===== src/rtl/dmem_sram_bridge.sv =====
// Bridges the pipeline data-memory port to an asynchronous SRAM with active-low strobes.
// One access at a time; the pipeline is stalled from accept until the DONE cycle.
module dmem_sram_bridge #(
    parameter int unsigned WAIT_CYCLES = 1,
    parameter int unsigned SRAM_AW     = 20
) (
    input  logic               clk,
    input  logic               rst,
    input  logic               dm_req_i,
    input  logic               dm_re_i,
    input  logic               dm_we_i,
    input  logic [31:0]        dm_addr_i,
    input  logic [3:0]         dm_be_n_i,
    input  logic [31:0]        dm_wdata_i,
    output logic               dm_stall_o,
    output logic [31:0]        dm_rdata_o,
    output logic               dm_rvalid_o,
    output logic [SRAM_AW-1:0] sram_addr_o,
    output logic [31:0]        sram_data_o,
    input  logic [31:0]        sram_data_i,
    output logic               sram_data_oe_o,
    output logic               sram_ce_n_o,
    output logic               sram_oe_n_o,
    output logic               sram_we_n_o,
    output logic [3:0]         sram_be_n_o
);

    typedef enum logic [2:0] {StIdle, StRd, StWr, StWrHold, StDone} state_e;

    state_e     state_q;
    logic [3:0] cnt_q;
    logic       accept;
    logic       unused_addr;

    assign accept     = (state_q == StIdle) && dm_req_i && (dm_re_i || dm_we_i);
    assign dm_stall_o = accept || (state_q inside {StRd, StWr, StWrHold});

    // Byte offset and bits above the SRAM word range are deliberately dropped.
    assign unused_addr = ^{dm_addr_i[31:SRAM_AW+2], dm_addr_i[1:0]};

    // Strobes are registered alongside the state so they change on the same edge.
    always_ff @(posedge clk) begin
        if (rst) begin
            state_q        <= StIdle;
            cnt_q          <= '0;
            dm_rvalid_o    <= 1'b0;
            dm_rdata_o     <= '0;
            sram_addr_o    <= '0;
            sram_data_o    <= '0;
            sram_data_oe_o <= 1'b0;
            sram_ce_n_o    <= 1'b1;
            sram_oe_n_o    <= 1'b1;
            sram_we_n_o    <= 1'b1;
            sram_be_n_o    <= 4'hF;
        end else begin
            dm_rvalid_o <= 1'b0;
            unique case (state_q)
                StIdle: begin
                    if (accept) begin
                        sram_addr_o <= dm_addr_i[SRAM_AW+1:2];
                        sram_data_o <= dm_wdata_i;
                        sram_be_n_o <= dm_be_n_i;
                        sram_ce_n_o <= 1'b0;
                        cnt_q       <= 4'(WAIT_CYCLES);
                        if (dm_we_i) begin
                            state_q        <= StWr;
                            sram_we_n_o    <= 1'b0;
                            sram_data_oe_o <= 1'b1;
                        end else begin
                            state_q     <= StRd;
                            sram_oe_n_o <= 1'b0;
                        end
                    end
                end
                StRd: begin
                    if (cnt_q == 4'd0) begin
                        dm_rdata_o  <= sram_data_i;
                        dm_rvalid_o <= 1'b1;
                        state_q     <= StDone;
                        sram_ce_n_o <= 1'b1;
                        sram_oe_n_o <= 1'b1;
                        sram_be_n_o <= 4'hF;
                    end else begin
                        cnt_q <= cnt_q - 4'd1;
                    end
                end
                StWr: begin
                    if (cnt_q == 4'd0) begin
                        sram_we_n_o <= 1'b1;
                        state_q     <= StWrHold;
                    end else begin
                        cnt_q <= cnt_q - 4'd1;
                    end
                end
                StWrHold: begin
                    sram_ce_n_o    <= 1'b1;
                    sram_data_oe_o <= 1'b0;
                    sram_be_n_o    <= 4'hF;
                    state_q        <= StDone;
                end
                StDone: begin
                    state_q <= StIdle;
                end
                default: begin
                    state_q <= StIdle;
                end
            endcase
        end
    end

endmodule


===== config.mk =====
export PLATFORM = sky130hd
export DESIGN_NAME = dmem_sram_bridge
export DESIGN_NICKNAME = d
export VERILOG_FILES = /design/src/rtl/dmem_sram_bridge.sv
export SDC_FILE = /design/constraint.sdc
export NUM_CORES = 1
export LEC_CHECK = 0
export ABC_AREA = 1
export CAP_MARGIN = 20
export CELL_PAD_IN_SITES_DETAIL_PLACEMENT = 1
export CELL_PAD_IN_SITES_GLOBAL_PLACEMENT = 1
export CORE_MARGIN = 8
export CORE_UTILIZATION = 25
export DETAILED_ROUTE_END_ITERATION = 6
export HOLD_SLACK_MARGIN = 0.06
export PLACE_DENSITY = 0.82
export RECOVER_POWER = 25
export SYNTH_ARGS = -nofsm -noshare
export SYNTH_HDL_FRONTEND = slang
export SYNTH_SLANG_ARGS = --single-unit
export TNS_END_PERCENT = 100

===== constraint.sdc =====
create_clock -name clk -period 2.75 [get_ports clk]
set_input_delay 0.55 -clock clk [delete_from_list [all_inputs] [get_ports clk]]
set_output_delay 0.55 -clock clk [all_outputs]
set_load 0.03 [all_outputs]

==> results of run 1 <==
==> logic make-up (layout without fill, tap and decap cells) <==
kind of cell / count (synthesis) / after routing / share of synthesized area (%)
and+or+nand+nor: 160 / 160 / 18.32
DFF: 100 / 100 / 56.06
buffers and inverters: 42 / 225 / 5.991
xor gates and xnor gates: 1 / 1 / 0.2453
adders and majority gates: 1 / 1 / 0.3503
AOI/OAI and AO/OA: 108 / 108 / 19.03
==> worst paths after layout <==
| check | end | depth (start not counted) | start |
|---|---|---|---|
| worst min-delay path | sram_oe_n_o | 2 | sram_oe_n_o |
| worst max-delay path | dm_stall_o | 6 | dm_we_i |
| worst min register to register | sram_oe_n_o | 2 | sram_oe_n_o |
| worst max register to register | dm_rdata_o[23] | 7 | cnt_q[0] |
==> synthesized netlist by cell type <==
cell type / n / area [sq um]
buf_2: 4 / 20.02
o21ai_2: 1 / 8.760
nor2_8: 1 / 20.02
xor2_1: 1 / 8.760
inv_1: 13 / 48.80
clkbuf_1: 6 / 22.52
nand2_2: 3 / 18.77
nand3_1: 15 / 75.07
ha_1: 1 / 12.51
nor2_1: 115 / 431.7
nor2_4: 1 / 11.26
buf_4: 13 / 97.59
o21ai_1: 16 / 80.08
nor3_1: 1 / 5.000
dfxtp_1: 100 / 2002
inv_2: 4 / 15.01
o211ai_1: 5 / 37.54
nand2_1: 23 / 86.33
a22o_1: 32 / 280.3
o21bai_1: 1 / 7.510
clkinv_1: 1 / 3.750
o21ai_0: 45 / 225.2
inv_4: 1 / 6.260
nand4_1: 1 / 6.260
a21oi_1: 8 / 40.04
==> worst min-delay path: cells and delay by family (launching register included) <==
kind | cells | cell delay (ns)
simple gates | 2 | 0.10
flops | 1 | 0.31
==> registers in the layout (all words and copies together) (netlist names) <==
name            flops
dm_rdata_o         32
sram_ce_n_o         1
sram_data_oe_o      1
sram_we_n_o         1
sram_oe_n_o         1
dm_rvalid_o         1
sram_be_n_o         4
sram_data_o        32
sram_addr_o        20
state_q             3
cnt_q               4
==> per-layer routing <==
metal / GRT usage, % / up-vias / wire length [um]
met5: 0 / - / 0
met4: 5.614 / 0 / 268
met3: 6.046 / 16 / 1212
met2: 25.31 / 104 / 6709
met1: 14.34 / 1677 / 4952
li1: - / 1735 / -
==> report_power, final <==
part | internal (W) | leakage, nW | switching (W) | total [W]
logic | 0.000961 | 1.47 | 0.00164 | 0.00260
registers | 0.00181 | 0.821 | 0.000198 | 0.00201
clock network | 0.000626 | 0.127 | 0.000579 | 0.00121
==> cell type report <==
cell class | count | area share [%]
well taps | 180 | 3.868
clock buffers | 9 | 3.868
clock inverters | 7 | 1.010
flip-flops and latches | 100 | 34.38
repair buffers | 190 | 32.34
multi-input cells | 270 | 23.27
inverters | 19 | 1.268
==> per-stage QoR <==
| step | std cells | utilization [%] | power (W) |
|---|---|---|---|
| after floorplan | 412 | - | 0.003626 |
| after global placement | 759 | 39.89 | 0.004617 |
| after detailed placement | 759 | 39.89 | 0.004737 |
| after CTS | 775 | 41.92 | 0.005983 |
| after global routing | 775 | 41.79 | 0.006200 |
| final | 775 | 41.79 | 0.005820 |
==> results_dict.tcl, run 1 <==
set metrics [dict create \
    cp_max_fo 4 \
    multi_input_area_sq_um 1355 \
    vias_per_cell 4.557 \
    syn_to_final_growth_pct 63.07 \
    cp-start-kind "primary input" \
    finalSetupViolCount 0 \
    cts.sinks 100 \
    drt_iter0_drc 145 \
    root_buffer "clkbuf_16" \
    powerDensity_nw_per_um2 999.5 \
    maxCapViolations 0 \
    peakVddDrop_mv 0.3679 \
    grt_use_total_pct 14.20 \
    htree_num_levels 3 \
    grt_pass1_wl_mm 20.74 \
    antenna_cells 0 \
    fin_crit_ns 2.491 \
    final_area_sq_um 5823 \
    grt_overflow 0 \
    rsz0062_at_grt "no" \
    first_global_vias 3861 \
    gp_congestion 0.7738 \
    fillers 1581 \
    cts_setup_buffers 0 \
    cp-end-kind "output pin" \
    synth_area_sq_um 3571 \
    vias 3532 \
    wl_mm 13.14 \
    nNetsFinal 696 \
    syn_area_per_cell_sq_um 8.667 \
    ys_types 25 \
    fin_crit_sh_pct 90.57 \
    hold_path_class "reg2reg" \
    status "finished clean" \
    slew_viol_final 0 \
    clk_pin_slew_worst_paths_ns 0.07 \
    cts_buffers 9 \
    rows 43 \
    hold_viol_final 0 \
    cp.arrival_ns 1.94 \
    antenna_found_initial 0 \
    io_pins 199 \
    max-slew-margin-rel_pct 21.32 \
    grt_max_degree 63 \
    post_drt_wl_per_cell_um 16.96 \
    drive_above_1_share_pct 5.210 \
    final_cell_mix "146 x clkdlybuf4s50_1, 115 x nor2_1, 100 x dfxtp_1" \
    cts_hold_buffers 0 \
    remaining_drc_errors 0 \
    slowest_stage "dlygate4sd3_1" \
    ys_warn_count 0 \
    ys_ff_latch 100 \
    cts_tree "built" \
    p_leak_nw 2.421 \
    cp_cell_sequence "dlygate4sd3_1, nor2_1, nor2_8, inv_4, nand3_1, buf_4" \
    fmax_mhz 401.5 \
    dieArea_sq_um 18360 \
    ctsResizeCount 0 \
    fin_tns_setup_ns 0 \
    io_buffer_count 186 \
    r2r_setup_slack_ns 0.77 \
    clk_latency_ns 0.34 \
    crit_type "in2out" \
    setup_ws_ns 0.2592 \
    synth_nets 518 \
    max_stage_delay_ns 0.60 \
    start_util_pct 25.63 \
    path_buf_inv 3 \
    dr.pass1.iters 4 \
    synthCells 412 \
    layout.cells.most_common "clkdlybuf4s50_1" \
    tightest_slew_ns 1.180 \
    fp.dieW_um 135.5 \
    ys_seq_area_share_pct 56.06 \
    detail-route-antenna-nets 0 \
    fin_hold_ws_ns 0.4495 \
    dp_slack_ns 0.3314 \
    fin_skew_ns 0.007206 \
    fp.dieH_um 135.5 \
    core_sq_um 13930 \
    seqCellArea_sq_um 2002 \
    cp.required_ns 2.20 \
    cpLargestDelayFamily "buffers and inverters" \
    clockBufferDepth 2 \
    dp_hpwl_mm 9.816 \
    place_area_sq_um 5558 \
]
No activity file was read; power rests on OpenSTA's default activity.
==> run 2: changes to the inputs <==
--- a/config.mk
+++ b/config.mk
@@ -12,6 +12,7 @@
 export CORE_MARGIN = 8
 export CORE_UTILIZATION = 25
 export DETAILED_ROUTE_END_ITERATION = 6
+export GPL_ROUTABILITY_DRIVEN = 1
 export HOLD_SLACK_MARGIN = 0.06
 export PLACE_DENSITY = 0.82
 export RECOVER_POWER = 25
==> results of run 2 <==
Final layout, timing and power as in run 1 (identical DEF).
